===== config.mk =====
export PLATFORM = sky130hd
export DESIGN_NAME = fetch_sequencer_flat
export DESIGN_NICKNAME = d
export VERILOG_FILES = /design/src/rtl/fetch_sequencer_if.sv /design/src/rtl/fetch_sequencer.sv /design/src/flat_wrapper.sv
export SDC_FILE = /design/constraint.sdc
export NUM_CORES = 1
export LEC_CHECK = 0
export CORE_MARGIN = 2
export CORE_UTILIZATION = 56
export DETAILED_ROUTE_END_ITERATION = 7
export DONT_BUFFER_PORTS = 1
export PLACE_DENSITY = 0.74
export SYNTH_ARGS = -nofsm -noshare
export SYNTH_HDL_FRONTEND = slang
export SYNTH_SLANG_ARGS = --single-unit
export TNS_END_PERCENT = 50

===== constraint.sdc =====
create_clock -name clk -period 1.6 [get_ports clk]
set_clock_uncertainty 0.1 [all_clocks]
set_input_delay 0.08 -clock clk [delete_from_list [all_inputs] [get_ports clk]]
set_output_delay 0.08 -clock clk [all_outputs]
set_load 0.1 [all_outputs]

===== src/rtl/fetch_sequencer_if.sv =====
// Bundle of run-control, instruction-memory, decode-handshake and redirect signals
// seen by the fetch sequencer; master is the sequencer side, slave the surroundings.
interface fetch_sequencer_if #(
   parameter int ADDR_W  = 4,
   parameter int INSTR_W = 16,
   parameter int CNT_W   = 16
);
   logic               start;
   logic               halt_req;
   logic [ADDR_W-1:0]  imem_addr;
   logic [INSTR_W-1:0] imem_instr;
   logic               out_valid;
   logic               out_ready;
   logic [INSTR_W-1:0] out_instr;
   logic [ADDR_W-1:0]  out_pc;
   logic               redirect_valid;
   logic [ADDR_W-1:0]  redirect_target;
   logic               busy;
   logic               halted;
   logic [CNT_W-1:0]   fetch_count;

   modport master (
      input  start, halt_req, imem_instr, out_ready, redirect_valid, redirect_target,
      output imem_addr, out_valid, out_instr, out_pc, busy, halted, fetch_count
   );

   modport slave (
      output start, halt_req, imem_instr, out_ready, redirect_valid, redirect_target,
      input  imem_addr, out_valid, out_instr, out_pc, busy, halted, fetch_count
   );
endinterface


===== src/rtl/fetch_sequencer.sv =====
// Program counter and fetch controller: reads the instruction memory combinationally,
// resolves local jumps, registers the fetched word and hands it to decode.
module fetch_sequencer #(
   parameter int              ADDR_W     = 4,
   parameter int              INSTR_W    = 16,
   parameter logic [3:0]      JMP_OPCODE = 4'b1011,
   parameter logic [ADDR_W-1:0] RESET_PC = '0,
   parameter int              CNT_W      = 16
) (
   input  logic               clk,
   input  logic               rst,
   fetch_sequencer_if.master  io_fetch
);

   typedef enum logic [1:0] {
      S_IDLE   = 2'd0,
      S_RUN    = 2'd1,
      S_HALTED = 2'd2
   } state_t;

   state_t              r_state;
   state_t              w_state_next;
   logic [ADDR_W-1:0]   r_pc;
   logic                r_out_valid;
   logic [INSTR_W-1:0]  r_out_instr;
   logic [ADDR_W-1:0]   r_out_pc;
   logic [CNT_W-1:0]    r_fetch_count;

   logic                w_redirect;
   logic                w_is_jump;
   logic                w_busy;
   logic                w_halted;
   logic                w_load;
   logic                w_handshake;

   assign w_redirect = io_fetch.redirect_valid;
   assign w_is_jump  = (io_fetch.imem_instr[INSTR_W-1 -: 4] == JMP_OPCODE);

   always_ff @(posedge clk or posedge rst) begin
      if (rst) begin
         r_state <= S_IDLE;
      end else begin
         r_state <= w_state_next;
      end
   end

   // A redirect never changes state; a halting RUN waits until the output is drained.
   always_comb begin
      w_state_next = r_state;
      case (r_state)
         S_IDLE, S_HALTED: begin
            if (!w_redirect && io_fetch.start && !io_fetch.halt_req) begin
               w_state_next = S_RUN;
            end
         end
         S_RUN: begin
            if (!w_redirect && io_fetch.halt_req && !r_out_valid) begin
               w_state_next = S_HALTED;
            end
         end
         default: w_state_next = S_IDLE;
      endcase
   end

   always_comb begin
      w_busy      = (r_state == S_RUN);
      w_halted    = (r_state == S_HALTED);
      w_handshake = r_out_valid && io_fetch.out_ready && !w_redirect;
      w_load      = w_busy && !io_fetch.halt_req && !w_redirect
                    && (!r_out_valid || io_fetch.out_ready);
   end

   always_ff @(posedge clk or posedge rst) begin
      if (rst) begin
         r_pc        <= RESET_PC;
         r_out_valid <= 1'b0;
         r_out_instr <= '0;
         r_out_pc    <= '0;
      end else if (w_redirect) begin
         r_pc        <= io_fetch.redirect_target;
         r_out_valid <= 1'b0;
      end else if (w_load) begin
         if (w_is_jump) begin
            // The jump itself is consumed here and leaves a one-cycle bubble.
            r_pc        <= io_fetch.imem_instr[ADDR_W-1:0];
            r_out_valid <= 1'b0;
         end else begin
            r_out_instr <= io_fetch.imem_instr;
            r_out_pc    <= r_pc;
            r_out_valid <= 1'b1;
            r_pc        <= r_pc + 1'b1;
         end
      end else if (w_handshake) begin
         r_out_valid <= 1'b0;
      end
   end

   always_ff @(posedge clk or posedge rst) begin
      if (rst) begin
         r_fetch_count <= '0;
      end else if (w_handshake && (r_fetch_count != {CNT_W{1'b1}})) begin
         r_fetch_count <= r_fetch_count + 1'b1;
      end
   end

   assign io_fetch.imem_addr   = r_pc;
   assign io_fetch.out_valid   = r_out_valid;
   assign io_fetch.out_instr   = r_out_instr;
   assign io_fetch.out_pc      = r_out_pc;
   assign io_fetch.busy        = w_busy;
   assign io_fetch.halted      = w_halted;
   assign io_fetch.fetch_count = r_fetch_count;

endmodule


===== src/flat_wrapper.sv =====
// flat-port wrapper written by rule: the top's interface ports become plain ports
module fetch_sequencer_flat 
#(
   parameter int              ADDR_W     = 4,
   parameter int              INSTR_W    = 16,
   parameter logic [3:0]      JMP_OPCODE = 4'b1011,
   parameter logic [ADDR_W-1:0] RESET_PC = '0,
   parameter int              CNT_W      = 16
)
  (clk, rst, io_fetch_start, io_fetch_halt_req, io_fetch_imem_instr, io_fetch_out_ready, io_fetch_redirect_valid, io_fetch_redirect_target, io_fetch_imem_addr, io_fetch_out_valid, io_fetch_out_instr, io_fetch_out_pc, io_fetch_busy, io_fetch_halted, io_fetch_fetch_count);
  fetch_sequencer_if #(.ADDR_W(ADDR_W), .INSTR_W(INSTR_W), .CNT_W(CNT_W)) io_fetch_i ();
  input  logic clk;
  input  logic rst;
  input wire logic [$bits(io_fetch_i.start)-1:0] io_fetch_start;
  input wire logic [$bits(io_fetch_i.halt_req)-1:0] io_fetch_halt_req;
  input wire logic [$bits(io_fetch_i.imem_instr)-1:0] io_fetch_imem_instr;
  input wire logic [$bits(io_fetch_i.out_ready)-1:0] io_fetch_out_ready;
  input wire logic [$bits(io_fetch_i.redirect_valid)-1:0] io_fetch_redirect_valid;
  input wire logic [$bits(io_fetch_i.redirect_target)-1:0] io_fetch_redirect_target;
  output wire logic [$bits(io_fetch_i.imem_addr)-1:0] io_fetch_imem_addr;
  output wire logic [$bits(io_fetch_i.out_valid)-1:0] io_fetch_out_valid;
  output wire logic [$bits(io_fetch_i.out_instr)-1:0] io_fetch_out_instr;
  output wire logic [$bits(io_fetch_i.out_pc)-1:0] io_fetch_out_pc;
  output wire logic [$bits(io_fetch_i.busy)-1:0] io_fetch_busy;
  output wire logic [$bits(io_fetch_i.halted)-1:0] io_fetch_halted;
  output wire logic [$bits(io_fetch_i.fetch_count)-1:0] io_fetch_fetch_count;
  assign io_fetch_i.start = io_fetch_start;
  assign io_fetch_i.halt_req = io_fetch_halt_req;
  assign io_fetch_i.imem_instr = io_fetch_imem_instr;
  assign io_fetch_i.out_ready = io_fetch_out_ready;
  assign io_fetch_i.redirect_valid = io_fetch_redirect_valid;
  assign io_fetch_i.redirect_target = io_fetch_redirect_target;
  assign io_fetch_imem_addr = io_fetch_i.imem_addr;
  assign io_fetch_out_valid = io_fetch_i.out_valid;
  assign io_fetch_out_instr = io_fetch_i.out_instr;
  assign io_fetch_out_pc = io_fetch_i.out_pc;
  assign io_fetch_busy = io_fetch_i.busy;
  assign io_fetch_halted = io_fetch_i.halted;
  assign io_fetch_fetch_count = io_fetch_i.fetch_count;
  fetch_sequencer #(.ADDR_W(ADDR_W), .INSTR_W(INSTR_W), .JMP_OPCODE(JMP_OPCODE), .RESET_PC(RESET_PC), .CNT_W(CNT_W)) u_core (.clk(clk), .rst(rst), .io_fetch(io_fetch_i));
endmodule

==> impl_metrics.env, run 1 <==
export IMPL_vias_per_cell=5.76
export IMPL_synth_avg_cell_area_um2=12.3
export IMPL_fmax_ghz=0.568
export IMPL_layout_drive_gt1_share_pct=57.2
export IMPL_dieWidth_um=64.9
export IMPL_antenna_found_initial=0
export IMPL_syn_nets=197
export IMPL_holdWs_ns=-0.250
export IMPL_worstPathArrival_ns=1.87
export IMPL_dieArea_um2=4210
export IMPL_fin_ws_ns=-0.160
export IMPL_outcome="finished, violations left"
export IMPL_drtPass1Iterations=4
export IMPL_clock_latency_ns=0.30
export IMPL_drcViolationCount=0
export IMPL_hold_viol_final=7
export IMPL_yosys_register_bits=43
export IMPL_routed_wl_um=6390
export IMPL_violations="negative hold slack, negative setup slack"
export IMPL_clock_path_buffers=2
export IMPL_synth_edff_count=0
export IMPL_fin_nets=291
export IMPL_synth_cells=169
export IMPL_placed_cells=277
export IMPL_vias=1797
export IMPL_netlist_cell_type_count=42
export IMPL_finalSetupViolCount=38
export IMPL_critPathKind="flop to flop"
export IMPL_ant_nets=0
export IMPL_period_minus_slack_ns=1.76
export IMPL_clk_pin_slew_ns=0.08
export IMPL_final_max_slew_viol_count=0
export IMPL_clock_sinks=43
export IMPL_grtUsageTotal_pct=26.6
export IMPL_grt_start_max_net_pins=44
export IMPL_gr_total_overflow=0
export IMPL_powerDensity_nw_per_um2=1940
export IMPL_synth_top_area_share_pct=51.8
export IMPL_ir_drop_mv=1.66
export IMPL_leakage_nw=1.44
export IMPL_io_pins=69
export IMPL_crit_family="flip-flops"
export IMPL_grt_pass1_vias=1800
export IMPL_diodes=0
export IMPL_path_buf_inv=2
export IMPL_yosysTopAreaCell="dfrtp_1"
export IMPL_yosysWarningCount=0
export IMPL_coreArea_um2=3610
export IMPL_r2r_start="u_core.io_fetch.out_valid"
export IMPL_drt_iter0_drc=102
export IMPL_dp_hpwl_um=3580
export IMPL_hold_class="input pin to flop"
export IMPL_crit_fanout=5
export IMPL_slowest_delay_ns=0.41
export IMPL_total_power_w=0.00632
export IMPL_grt_first_pass_wirelength_um=8430
export IMPL_critPathSlowestCell="dfrtp_4"
export IMPL_timing_slew_headroom_pct=63.9
export IMPL_rsz0062_at_grt="yes"
export IMPL_gp_congestion=0.802
export IMPL_final_common_cell="buf_4"
export IMPL_area_growth_pct=56.4
export IMPL_critPathLaunch="u_core.io_fetch.out_valid"
export IMPL_cts_tree="built"
export IMPL_hold_start="io_fetch_redirect_valid"
export IMPL_cts_buffers=5
export IMPL_io_buffer_count=0
export IMPL_netlist_area_um2=2080
export IMPL_instances_no_fill=312
export IMPL_synth_main_ff_cell="dfrtp_1"
export IMPL_async_reset_ff_share_pct=100
export IMPL_worstMarginPinSlew_ns=0.541
export IMPL_maxCapViolCount=0
export IMPL_initial_core_util_pct=57.6
export IMPL_synth_seq_area_share_pct=51.8
export IMPL_root_buffer="clkbuf_8"
export IMPL_fp_row_count=22
export IMPL_start_kind="flop"
export IMPL_routedWlPerCell_um=20.5
export IMPL_critPathRequiredTime_ns=1.71
export IMPL_cts_htree_levels=2
export IMPL_crit_path_end_kind="flop"
export IMPL_timing_critical_path_cells="buf_4 > and3b_2 > buf_6 > nand2_8 > a211oi_1 > xnor2_1"
export IMPL_synthTopCellsByArea="dfrtp_1 (52%), mux2_2 (11%), xor2_1 (4.6%), nand2_1 (2.2%), a21oi_1 (1.7%)"
export IMPL_die_height_um=64.9
export IMPL_fin_crit_sh_pct=110
export IMPL_mostFrequentLayoutCells="buf_4 (62), dfrtp_1 (26), dlygate4sd3_1 (20)"
[synthesized netlist by cell type (all sizes together) (2+ instances only)]
master and number:
inv 7, nor2b 2, mux2 21, dfrtp 43, nand2b 2, xor2 11
a211oi 4, or2 2, o31ai 3, nor3 2, nor4 5, buf 2
and2 2, and4 2, o21ai 6, o22a 2, ha 2, nand4 5
xnor2 4, nand2 13, nand3 7, nor2 5, a21oi 7
[stage by stage]
stage	setup slack (ns)	cell area [µm²]	TNS [ns]	util, %
floorplan	-0.430	2230	-9.36	-
global placement	-0.0452	2730	-0.988	75.7
finish	-0.160	3250	-2.81	90.1
CTS	-0.108	3070	-1.66	85.2
detailed placement	-0.100	2730	-1.93	75.7
global route	-0.200	3250	-4.58	90.1
[power by group]
| group | switching, W | total [W] | internal (W) |
|---|---|---|---|
| Clock | 0.000377 | 0.000882 | 0.000505 |
| Sequential | 0.000220 | 0.00164 | 0.00142 |
| Combinational | 0.00287 | 0.00379 | 0.000920 |
| Total | 0.00347 | 0.00632 | 0.00285 |
[routing by layer]
layer  vias to the layer above  track usage [%]  share of wire (%)
li1                        792                -                  -
met5                         -                0                  0
met2                        78             48.1                 54
met3                        21             5.21                5.0
met4                         0             11.4                2.9
met1                       906             30.3                 38
[flip-flops by register name, summed over array words and instances (netlist names)]
register                     flops
u_core.io_fetch.out_valid        1
u_core.io_fetch.imem_addr        4
u_core.r_state                   2
u_core.io_fetch.out_instr       16
u_core.io_fetch.fetch_count     16
u_core.io_fetch.out_pc           4
[cells by family after synthesis]
kind of cell	count (synthesis)	synth area share, %
simple gates	52	17.2
flops	43	51.8
compound gates	25	8.80
mux	22	11.9
xor+xnor	15	6.33
buf+inv	10	2.77
fa+ha+maj	2	1.20
[final timing paths]
kind / endpoint / slack [ns] / cells after the start
max: u_core.io_fetch.fetch_count[8] / -0.16 / 6
min: u_core.io_fetch.imem_addr[0] / -0.25 / 1
max reg2reg: u_core.io_fetch.fetch_count[8] / -0.16 / 6
min reg2reg: u_core.io_fetch.out_instr[4] / 0.41 / 1
max in group asynchronous: u_core.io_fetch.fetch_count[3] / 0.71 / 3
min in group asynchronous: u_core.io_fetch.fetch_count[0] / 0.27 / 3
[what timing repair did]
item	4_1_cts	5_1_grt
endpoints found under the hold margin	66	8
cloned	0	1
endpoints found under the setup margin	36	41
hold buffers	19	1
resized for setup	7	27
buffers inserted	1	5
pin swaps	5	12
[cell type report]
class | count | area [µm²]
flip-flops and latches | 43 | 1130
inverters | 7 | 26.3
well taps | 48 | 60.1
fillers | 157 | 358
clock buffers | 6 | 82.6
repair buffers | 89 | 753
multi-input cells | 117 | 1160
clock inverters | 2 | 35.0
(Power assumes the default switching activity.)
==> inputs of run 2 (changes only) <==
--- a/config.mk
+++ b/config.mk
@@ -8,7 +8,9 @@
 export CORE_MARGIN = 2
 export CORE_UTILIZATION = 56
+export CTS_CLUSTER_DIAMETER = 150
 export DETAILED_ROUTE_END_ITERATION = 7
 export DONT_BUFFER_PORTS = 1
 export PLACE_DENSITY = 0.74
+export REMOVE_ABC_BUFFERS = 1
 export SYNTH_ARGS = -nofsm -noshare
 export SYNTH_HDL_FRONTEND = slang
--- a/constraint.sdc
+++ b/constraint.sdc
@@ -3,3 +3,3 @@
 set_input_delay 0.08 -clock clk [delete_from_list [all_inputs] [get_ports clk]]
 set_output_delay 0.08 -clock clk [all_outputs]
-set_load 0.1 [all_outputs]
+set_load 0.02 [all_outputs]
==> run 2 against run 1 <==
Compared with the run above: the flow still finishes with violations (negative hold slack, negative setup slack); flip-flop and latch count did not move; count of clock-buffer cells in the layout unchanged; register-to-register slack better by 0.10 ns; clock power rose by 12%; hold slack better by 0.025 ns; global-route usage shrank 2.9 points; design area decreased by 13%; wire length fell by 22%; sequential power is 18% higher; non-clock buffer count shrank 31; die area unchanged.
==> impl_metrics.env, run 2 (same netlist as run 1, synthesis figures left out) <==
export IMPL_final_max_slew_viol_count=0
export IMPL_ant_nets=0
export IMPL_layout_drive_gt1_share_pct=40.1
export IMPL_clock_latency_ns=0.29
export IMPL_fmax_ghz=0.603
export IMPL_leakage_nw=1.28
export IMPL_final_common_cell="dfrtp_1"
export IMPL_fp_row_count=22
export IMPL_dieArea_um2=4210
export IMPL_cts_htree_levels=2
export IMPL_grt_pass1_vias=1583
export IMPL_final_core_util_pct=78.5
export IMPL_io_buffer_count=0
export IMPL_grt_start_max_net_pins=21
export IMPL_dieWidth_um=64.9
export IMPL_r2r_start="u_core.io_fetch.fetch_count[0]"
export IMPL_worstPathArrival_ns=1.74
export IMPL_critPathLaunch="u_core.io_fetch.fetch_count[0]"
export IMPL_grtUsageTotal_pct=23.7
export IMPL_drt_iter0_drc=73
export IMPL_cts_tree="built"
export IMPL_instances_no_fill=280
export IMPL_period_minus_slack_ns=1.66
export IMPL_crit_path_end_kind="flop"
export IMPL_finalSetupViolCount=17
export IMPL_drcViolationCount=0
export IMPL_critPathKind="flop to flop"
export IMPL_grt_first_pass_wirelength_um=7590
export IMPL_clock_sinks=43
export IMPL_start_kind="flop"
export IMPL_timing_critical_path_cells="ha_2 > nand3_2 > nor2_4 > a21boi_2 > mux2_2"
export IMPL_fin_ws_ns=-0.0574
export IMPL_fin_nets=259
export IMPL_diodes=0
export IMPL_hold_class="input pin to flop"
export IMPL_outcome="finished, violations left"
export IMPL_vias_per_cell=5.66
export IMPL_antenna_found_initial=0
export IMPL_area_growth_pct=36.2
export IMPL_nFillCells=228
export IMPL_dp_hpwl_um=3210
export IMPL_crit_fanout=8
export IMPL_hold_start="io_fetch_redirect_valid"
export IMPL_tns_ns=-0.594
export IMPL_timing_slew_headroom_pct=67.4
export IMPL_critPathSlowestCell="dfrtp_1"
export IMPL_mostFrequentLayoutCells="dfrtp_1 (43), buf_4 (36), mux2_2 (20), dlygate4sd3_1 (20), nand2_1 (12)"
export IMPL_holdWs_ns=-0.225
export IMPL_routed_wl_um=5010
export IMPL_hold_viol_final=7
export IMPL_ir_drop_mv=0.639
export IMPL_clk_pin_slew_ns=0.08
export IMPL_maxCapViolCount=0
export IMPL_slowest_delay_ns=0.38
export IMPL_root_buffer="clkbuf_8"
export IMPL_die_height_um=64.9
export IMPL_powerDensity_nw_per_um2=1330
export IMPL_drtPass1Iterations=4
export IMPL_coreArea_um2=3610
export IMPL_clock_path_buffers=2
export IMPL_io_pins=69
export IMPL_gr_total_overflow=0
export IMPL_worstMarginPinSlew_ns=0.489
export IMPL_initial_core_util_pct=57.6
export IMPL_gp_congestion=0.832
export IMPL_violations="negative hold slack, negative setup slack"
export IMPL_vias=1585
export IMPL_critPathRequiredTime_ns=1.68
export IMPL_fin_crit_sh_pct=104
export IMPL_cts_buffers=5
export IMPL_routedWlPerCell_um=17.9
export IMPL_rsz0062_at_grt="yes"
export IMPL_placed_cells=247
run 2: cell count changes in the layout (fill, tap and decap cells not counted), moves of 2 or more:
cell,change
dfrtp_2,-4
nor2_4,-2
mux2_4,-4
buf_4,-26
dfrtp_4,-13
buf_6,-4
dfrtp_1,+17
a211oi_2,+2
a21oi_1,+3
mux2_2,+4
nand2_8,-2
a21oi_2,-3
run 2: layer usage:
layer	routed length [µm]	part of all wire (%)	track usage, %	vias to the layer above
met5	0	0	0	-
met4	44	0.88	6.91	0
met3	320	6.4	7.29	4
met2	2840	57	44.1	55
met1	1800	36	25.7	793
li1	-	-	-	733
run 2: path summary, 6_finish.rpt:
path | depth (start not counted) | slack [ns] | end
worst max register to register | 5 | -0.06 | u_core.io_fetch.fetch_count[1]
max in group asynchronous | 3 | 0.63 | u_core.io_fetch.out_instr[11]
worst min register to register | 2 | 0.50 | u_core.io_fetch.fetch_count[7]
worst max-delay path | 5 | -0.06 | u_core.io_fetch.fetch_count[1]
worst min-delay path | 1 | -0.23 | u_core.io_fetch.imem_addr[2]
min in group asynchronous | 2 | 0.14 | u_core.io_fetch.fetch_count[4]
run 2: where the power goes:
group	switching, W	leakage (nW)	internal (W)
combinational	0.000392	0.682	0.000458
sequential	0.000537	0.530	0.00140
clock	0.000365	0.0654	0.000624
run 2: metrics by stage:
| stage | area [µm²] | setup WS [ns] | total power, W |
|---|---|---|---|
| after floorplan | 2050 | -0.213 | 0.00243 |
| after global placement | 2350 | -0.00234 | 0.00265 |
| after detailed placement | 2350 | -0.0453 | 0.00271 |
| after CTS | 2690 | -0.0526 | 0.00374 |
| after global routing | 2830 | -0.134 | 0.00395 |
| final | 2830 | -0.0574 | 0.00377 |
run 2: what timing repair did:
action,in CTS,in global routing
setup buffers,0,5
endpoints found under the hold margin,34,8
hold buffers,19,1
setup endpoints to repair,16,35
gates resized for setup,3,17
pin swaps,1,11
run 2: area by class of cell:
class                   instances  area [µm²]  area share (%)
multi-input cells             116        1040            36.8
flip-flops and latches         43        1080            38.0
clock buffers                   6        72.6            2.57
inverters                       7        26.3           0.929
well taps                      48        60.1            2.12
clock inverters                 2        60.1            2.12
repair buffers                 58         493            17.4
run 2: worst max-delay path, delay by kind of cell (launching register included):
| family | cells | cell delay (ns) |
|---|---|---|
| adders and majority gates | 1 | 0.20 |
| muxes | 1 | 0.28 |
| DFF | 1 | 0.38 |
| and+or+nand+nor | 2 | 0.45 |
| AOI/OAI and AO/OA | 1 | 0.13 |
